### config.mk
export PLATFORM = sky130hd
export DESIGN_NAME = audio_adc_rx_flat
export DESIGN_NICKNAME = d
export VERILOG_FILES = /design/src/rtl/audio_adc_rx_if.sv /design/src/rtl/audio_adc_rx.sv /design/src/flat_wrapper.sv
export SDC_FILE = /design/constraint.sdc
export NUM_CORES = 1
export LEC_CHECK = 0
export ABC_CLOCK_PERIOD_IN_PS = 7350
export CAP_MARGIN = 20
export CORE_MARGIN = 2
export CORE_UTILIZATION = 30
export DETAILED_ROUTE_END_ITERATION = 12
export MAX_ROUTING_LAYER = met4
export PLACE_DENSITY = 0.45
export SYNTH_ARGS = -nofsm -noshare
export SYNTH_HDL_FRONTEND = slang
export SYNTH_SLANG_ARGS = --single-unit
export TNS_END_PERCENT = 5
### constraint.sdc
create_clock -name clk -period 7.35 [get_ports clk]
set_clock_uncertainty 0.2 [all_clocks]
set_input_delay 0.735 -clock clk [delete_from_list [all_inputs] [get_ports clk]]
set_output_delay 0.735 -clock clk [all_outputs]
set_load 0.05 [all_outputs]
### src/rtl/audio_adc_rx_if.sv
// audio_adc_rx_if: valid/ready stream carrying stereo frames {left, right}.
interface audio_adc_rx_if #(parameter int DATA_WIDTH = 16);
  logic [2*DATA_WIDTH-1:0] rx_data;
  logic rx_valid;
  logic rx_ready;
  modport master (output rx_data, output rx_valid, input rx_ready);
  modport slave (input rx_data, input rx_valid, output rx_ready);
endinterface

### src/rtl/audio_adc_rx.sv
// audio_adc_rx: I2S frame-master ADC receiver with a stereo-frame FIFO.
// Optional AUDIO_ADC_RX_DEBUG_EN drives the scope debug copies.
module audio_adc_rx #(
  parameter int DATA_WIDTH = 16,
  parameter int FRAME_LEN = 250,
  parameter int FIFO_DEPTH = 4
) (
  input logic clk,
  input logic reset_n,
  output logic aud_adclrck,
  input logic aud_adcdat,
  audio_adc_rx_if.master rx,
  output logic overflow,
  input logic overflow_clr,
  output logic debug_adclrck,
  output logic debug_adcdat
);
  localparam int H = FRAME_LEN / 2;
  localparam int CW = $clog2(FRAME_LEN);
  localparam int AW = $clog2(FIFO_DEPTH);
  localparam int W = 2 * DATA_WIDTH;
  typedef enum logic [2:0] {WAIT_L, SHIFT_L, WAIT_R, SHIFT_R, PUSH} state_t;
  state_t state, nxt;
  logic [CW-1:0] cnt, cnt_nxt;
  logic [DATA_WIDTH-1:0] sh, sh_nxt, left;
  logic [W-1:0] mem [FIFO_DEPTH];
  logic [AW-1:0] rd, wr;
  logic [AW:0] count;
  logic shift, push, pop, full, wr_en, drop;
  assign cnt_nxt = (cnt == CW'(FRAME_LEN - 1)) ? '0 : cnt + 1'b1;
  assign sh_nxt = {sh[DATA_WIDTH-2:0], aud_adcdat};
  assign shift = (state == SHIFT_L) || (state == SHIFT_R);
  assign push = state == PUSH;
  assign full = count == (AW+1)'(FIFO_DEPTH);
  assign pop = rx.rx_valid && rx.rx_ready;
  assign wr_en = push && (!full || pop);
  assign drop = push && full && !pop;
  assign rx.rx_valid = count != '0;
  assign rx.rx_data = mem[rd];
  always_comb begin
    nxt = state;
    case (state)
      WAIT_L: nxt = (cnt == '0) ? SHIFT_L : WAIT_L;
      SHIFT_L: nxt = (cnt == CW'(DATA_WIDTH)) ? WAIT_R : SHIFT_L;
      WAIT_R: nxt = (cnt == CW'(H)) ? SHIFT_R : WAIT_R;
      SHIFT_R: nxt = (cnt == CW'(H + DATA_WIDTH)) ? PUSH : SHIFT_R;
      default: nxt = WAIT_L;
    endcase
  end
  always_ff @(posedge clk) begin
    if (!reset_n) begin
      state <= WAIT_L;
      cnt <= '0;
      aud_adclrck <= 1'b0;
      sh <= '0;
      left <= '0;
    end else begin
      state <= nxt;
      cnt <= cnt_nxt;
      aud_adclrck <= cnt_nxt >= CW'(H);
      sh <= shift ? sh_nxt : sh;
      left <= (state == SHIFT_L && cnt == CW'(DATA_WIDTH)) ? sh_nxt : left;
    end
  end
  // A full FIFO still accepts a frame when the head leaves in the same cycle.
  always_ff @(posedge clk) begin
    if (!reset_n) begin
      for (int i = 0; i < FIFO_DEPTH; i++) mem[i] <= '0;
      rd <= '0;
      wr <= '0;
      count <= '0;
      overflow <= 1'b0;
    end else begin
      if (wr_en) mem[wr] <= {left, sh};
      wr <= wr_en ? wr + 1'b1 : wr;
      rd <= pop ? rd + 1'b1 : rd;
      count <= count + (AW+1)'(wr_en) - (AW+1)'(pop);
      overflow <= drop ? 1'b1 : overflow_clr ? 1'b0 : overflow;
    end
  end
`ifdef AUDIO_ADC_RX_DEBUG_EN
  logic dat_q;
  always_ff @(posedge clk) dat_q <= !reset_n ? 1'b0 : aud_adcdat;
  assign debug_adclrck = aud_adclrck;
  assign debug_adcdat = dat_q;
`else
  assign debug_adclrck = 1'b0;
  assign debug_adcdat = 1'b0;
`endif
endmodule

### src/flat_wrapper.sv
// flat-port wrapper written by rule: the top's interface ports become plain ports
module audio_adc_rx_flat 
#(
  parameter int DATA_WIDTH = 16,
  parameter int FRAME_LEN = 250,
  parameter int FIFO_DEPTH = 4
)
  (clk, reset_n, aud_adclrck, aud_adcdat, overflow, overflow_clr, debug_adclrck, debug_adcdat, rx_rx_data, rx_rx_valid, rx_rx_ready);
  audio_adc_rx_if #(.DATA_WIDTH(DATA_WIDTH)) rx_i ();
  input logic clk;
  input logic reset_n;
  output logic aud_adclrck;
  input logic aud_adcdat;
  output logic overflow;
  input logic overflow_clr;
  output logic debug_adclrck;
  output logic debug_adcdat;
  output wire logic [$bits(rx_i.rx_data)-1:0] rx_rx_data;
  output wire logic [$bits(rx_i.rx_valid)-1:0] rx_rx_valid;
  input wire logic [$bits(rx_i.rx_ready)-1:0] rx_rx_ready;
  assign rx_rx_data = rx_i.rx_data;
  assign rx_rx_valid = rx_i.rx_valid;
  assign rx_i.rx_ready = rx_rx_ready;
  audio_adc_rx #(.DATA_WIDTH(DATA_WIDTH), .FRAME_LEN(FRAME_LEN), .FIFO_DEPTH(FIFO_DEPTH)) u_core (.clk(clk), .reset_n(reset_n), .aud_adclrck(aud_adclrck), .aud_adcdat(aud_adcdat), .rx(rx_i), .overflow(overflow), .overflow_clr(overflow_clr), .debug_adclrck(debug_adclrck), .debug_adcdat(debug_adcdat));
endmodule
# [Word level (Yosys, flattened, before mapping)]
# Memory sizes are Yosys's and may differ from the RTL's. A register that Yosys moved wholly into a read port is not among the register bits.
# Index checks and enable logic that the tools add are counted.
[op_classes] order_cmp=1 n_shift=0 reduce_logical=14 n_mux=17 eq_ne=9 n_div=0 n_addsub=5 multipliers=0 bitwise=0
[ops] op="two-way mux 32 bit" count=1
[ops] op="OR reduction 32 bit" count=1
[ops] op="equality test 8 bit, second input constant" count=2
[ops] op="case mux 3 bit (4 select lines)" count=1
[ops] op="two-way mux 1 bit" count=9
[ops] op="adder 8 x 1 -> 8 bit, second input constant" count=1
[ops] op="equality test 8 x 5 -> 1 bit, second input constant" count=1
[ops] op="equality test 8 x 7 -> 1 bit, second input constant" count=1
[ops] op=">= comparator 8 x 7 -> 1 bit, second input constant" count=1
[ops] op="zero test 8 bit" count=1
[ops] op="two-way mux 2 bit" count=4
[ops] op="two-way mux 8 bit" count=1
[ops] op="equality test 3 x 2 -> 1 bit, second input constant" count=2
[ops] op="equality test 3 bit, second input constant" count=2
[ops] op="logical AND 1 bit" count=5
[ops] op="adder 2 x 1 -> 2 bit, second input constant" count=2
[ops] op="adder 3 x 1 -> 3 bit" count=1
[ops] op="equality test 3 x 1 -> 1 bit, second input constant" count=1
[ops] op="zero test 3 bit" count=1
[ops] op="two-way mux 3 bit" count=1
[ops] op="nonzero test 3 bit" count=1
[ops] op="subtractor 3 x 1 -> 3 bit" count=1
[ops] op="zero test 1 bit" count=2
[ops] op="logical OR 1 bit" count=2
[ops] op="nonzero test 2 bit" count=1
[totals] latch_bits=0 ramBits=128 wordCells=56 memories=1 rom_bits=0 input_bits=5 ff_bits=52
[memory_table] memory="u_core.mem" words=4 word_bits=32 rd=1 rd_ports_with_merged_regs=1 write_ports=4 line="audio_adc_rx.sv:26" text="logic [W-1:0] mem [FIFO_DEPTH];"

# [Depth between registers and ports, before layout]
[depth] word_depth=9 mapped_depth=10

# [Worst setup path after synthesis]
# Ideal clock, no wire load.
[synth_timing] path_type="input port to flip-flop" from="input rx_rx_ready" to="memory u_core.mem[2][0] in the netlist's numbering (enable)" slack_ns=3.302 setup_time_ns=0.470 required_time_ns=6.680 arrival_ns=3.378 n_path_buf=0 path_stages=3 cell_sequence="or4b_4 > nand2_1 > o31ai_1"
[synth_lines] item="start, declared" line="flat_wrapper.sv:20" text="input wire logic [$bits(rx_i.rx_ready)-1:0] rx_rx_ready;"
[synth_lines] item="end, declared" line="audio_adc_rx.sv:26"

==> reports/qor_table.md <==
| Stage | Metric | Reported |
| --- | --- | --- |
| status | Result of the run | finished, final reports clean |
| pwr | Worst IR Drop VDD | 203 uV |
| clock network | Post-CTS repair timing setup buffer count | 0 |
| critical path | Reg2Reg Setup Slack | 4.57 ns |
| sta | Hold slack final | 0.281 ns |
| pwr | Post-layout total power | 2.75 mW |
| global routing | Overall overflow remaining after global route | 0 |
| cells and area | N_diodes | 0 |
| critical path | Worst reg2reg endpoint | u_core.mem[0][11]$_SDFFCE_PN0P_ |
| clock network | Depth of the CTS H-tree | 4 |
| pwr | Total power density per cell area | 299 nW/um^2 |
| die | Starting density of the core | 0.305 |
| placement | Placed Cells incl. Taps | 915 |
| cells and area | Non-Filler Instances | 947 |
| cells and area | Filler Cells Inserted | 2522 |
| global routing | Initial antenna violation count | 0 |
| critical path | Critical Path Max Stage Delay | 0.73 ns |
| cells and area | Final standard cell area without fillers | 9170 sq um |
| synthesis | Netlist area before placement | 7910 sq um |
| cells and area | Synth-to-layout area growth | 15.9% |
| drt | Detail-routed via count per cell | 4.66 |
| synthesis | Proportion of synthesized flip-flops having asynchronous set or reset | 0 |
| sta | Slew at the pin closest to its max-slew limit | 0.750 ns |
| clock network | Root Buffer Master | clkbuf_16 |
| drt | Average routed wire per standard cell | 18.3 um |
| critical path | Worst flop-to-flop path startpoint | u_core.state[2]$_SDFF_PN0_ |
| cells and area | Utilization of the core after routing | 0.353 |
| die | DIE AREA | 27700 sq um |
| synthesis | Synth unique cells | 54 |
| die | Die outline width | 166 um |
| sta | Count of final setup violators | 0 |
| synthesis | Part of the Yosys area used for sequential elements | 0.622 |
| clock network | Insertion delay to the later sink of the worst-skew pair | 0.43 ns |
| sta | Hold violation total from the final report | 0 |
| placement | Pre-CTS worst setup slack | 3.49 ns |
| pwr | Static leakage | 3.42 nW |
| global routing | Global router's overall resource usage | 0.136 |
| hold path | Hold Path Stages | 2 |
| cells and area | Total Nets Final | 610 |
| run | # Max-Cap Violations | 0 |
| sta | Max-slew violation count | 0 |
| clock network | Resized Gates After CTS | 0 |
| placement | Placer congestion estimate | 0.757 |
| global routing | Pin count of the biggest net entering global routing | 43 |
| drt | Iteration count of the initial detailed-routing pass | 4 |
| critical path | Top Family by Delay on Critical Path | buffers and inverters |
| global routing | First-pass GRT wire length | 28.0 mm |
| critical path | Cell breakdown of the critical path | buf_4 > mux4_2 > clkdlybuf4s50_1 |
| synthesis | Synthesized area per cell | 14.0 sq um |
| clock network | Clk slew on worst S/H paths | 0.06 ns |
| critical path | Highest-delay cell along the critical path | clkdlybuf4s50_1 |
| critical path | Register-to-Register Path Depth | 6 |
| placement | Number of I/O port buffers | 39 |
| synthesis | Most common flop cell mapped by yosys | edfxtp_1 |
| hold path | Endpoint of the worst hold path | u_core.overflow$_SDFFE_PN0P_ |
| critical path | Critical path launch point type | register |
| synthesis | Cell count after synthesis | 565 |
| critical path | CP Class | reg -> out |
| placement | Standard cell area after detailed placement | 8590 sq um |
| critical path | Data required time of the worst path | 6.41 ns |
| synthesis | Post-synthesis sequential element count | 182 |
| drt | DRC errors left | 0 |
| hold path | Hold path startpoint | u_core.overflow$_SDFFE_PN0P_ |
| sta | RSZ-0062 raised after global routing | false |
| sta | Minimum clock period | 3.65 ns |
| critical path | Crit path DAT | 2.71 ns |
| drt | Final routed wirelength across all metal layers | 17.4 mm |
| drt | Residual antenna-violating net count after detailed routing | 0 |
| clock network | CTS tree | done |
| placement | Half-perimeter wire length after detailed placement | 10.2 mm |
| critical path | Element type at the critical path end | output port |
| global routing | Via count of the first global-routing pass | 4908 |
| die | Number of rows created at floorplan | 59 |
| sta | Slew headroom | 0.500 |
| drt | Number of DRC markers after the initial detailed-route iteration | 276 |
| clock network | Buffer depth of the longest clock path | 2 |
| sta | Maximum clock rate | 274 MHz |
| die | Die Height | 166 um |
| synthesis | Number of flops mapped to enable cells by yosys | 128 |
| cells and area | Area of the multi-input gates | 2720 sq um |
| hold path | Hold/Removal Path Class | reg -> reg |
| critical path | Crit path max fanout | 32 |
| sta | TNS Setup | 0 ns |
| die | I/O pins | 42 |
| clock network | Clock buffers created by TritonCTS | 17 |
| clock network | Clock Sink Count | 182 |
| clock network | Number of hold buffers added after CTS | 0 |
| sta | Part of the cycle the worst path needs | 0.496 |
| synthesis | Yosys warns | 0 |
| critical path | Number of buffers and inverters on the critical path | 2 |
| drt | Total via count after detailed routing | 4413 |
| sta | Worst Setup Slack, final | 3.70 ns |
| cells and area | Fraction of layout instances using a drive strength above 1 | 0.181 |
| die | Area of the core | 26000 sq um |
| cells and area | Area of all sequential standard cells | 4930 sq um |
-- registers in the layout, indices dropped and copies added, names as in the netlist, named ones only --
name / count
u_core.wr: 2
u_core.cnt: 8
u_core.rd: 2
u_core.sh: 16
u_core.count: 3
u_core.state: 3
u_core.left: 16
u_core.mem: 128
u_core.aud_adclrck: 1
u_core.overflow: 1
-- worst max path at each step --
stage / to / slack (ns) / depth (start not counted)
after CTS: rx_rx_data[12] / 3.63 / 3
after floorplan: u_core.mem[2][0]$_SDFFCE_PN0P_ / 3.30 / 3
after detailed placement: u_core.mem[0][2]$_SDFFCE_PN0P_ / 3.49 / 7
final: rx_rx_data[12] / 3.70 / 3
after global placement: u_core.mem[0][15]$_SDFFCE_PN0P_ / 3.58 / 7
after global routing: rx_rx_data[12] / 3.56 / 3
-- layout by cell type, fill, tap and decap left out, types with 5 or more instances in the layout --
cell type and count:
edfxtp_1 128, and2_1 77, dfxtp_1 53, nand2_1 41, clkdlybuf4s50_1 39, and3_1 35, mux4_2 32, nor2_1 31
and2_2 21, a21oi_1 20, clkbuf_16 17, mux2i_1 16, buf_4 12, inv_1 11, xor2_1 5, xnor2_1 5
ha_1 5
-- cell families after synthesis --
logic type | after synthesis | share of synthesized area
compound gates | 35 | 0.0277
xor+xnor | 10 | 0.0111
fa+ha+maj | 6 | 0.0104
buf+inv | 50 | 0.0395
flops | 182 | 0.622
mux | 48 | 0.111
other cells | 1 | 0.000474
simple gates | 233 | 0.177
-- cells in the mapped netlist (2+ instances only) --
| master | instances | area [sq um] |
|---|---|---|
| dfxtp_1 | 54 | 1080 |
| xnor2_1 | 5 | 43.8 |
| inv_1 | 11 | 41.3 |
| mux2i_1 | 16 | 160 |
| o31ai_1 | 2 | 15.0 |
| nand3b_1 | 2 | 15.0 |
| xor2_1 | 5 | 43.8 |
| and2_1 | 77 | 482 |
| mux4_2 | 32 | 721 |
| o21ai_0 | 4 | 20.0 |
| and2_2 | 21 | 158 |
| buf_6 | 14 | 158 |
| a21oi_1 | 20 | 100 |
| buf_1 | 2 | 7.51 |
| nor2_1 | 31 | 116 |
| ha_1 | 5 | 62.6 |
| buf_2 | 4 | 20.0 |
| nor3b_4 | 2 | 37.5 |
| edfxtp_1 | 128 | 3840 |
| nor3_1 | 2 | 10.0 |
| nand2_1 | 41 | 154 |
| buf_4 | 4 | 30.0 |
| nand3_1 | 3 | 15.0 |
| nand2b_1 | 2 | 12.5 |
| nor3_4 | 2 | 32.5 |
| clkbuf_1 | 13 | 48.8 |
| nor2b_1 | 2 | 12.5 |
| and3_1 | 35 | 219 |
-- where the power goes --
group / switching, mW / internal, mW / leakage [nW]
Combinational: 0.420 / 0.260 / 1.38
Clock: 0.399 / 0.506 / 0.276
Sequential: 0.0245 / 1.14 / 1.76
-- cell type report --
type / count / area share
clock buffer: 19 / 0.0472
clock inverter: 13 / 0.0161
inverter: 13 / 0.00532
multi-input combinational: 334 / 0.296
sequential: 182 / 0.537
tap: 335 / 0.0457
timing repair buffer: 51 / 0.0524
-- routing by layer --
metal,GRT usage,share of wire
met5,-,0
met4,0.0375,0.0096
met3,0.0329,0.026
met2,0.223,0.50
met1,0.169,0.47
-- worst reg2reg max path: cells and delay by family (launching register included) --
family	cells	cell delay, ns
DFF	1	0.41
and+or+nand+nor	4	1.11
buffers and inverters	2	0.74
(Power assumes the default switching activity.)
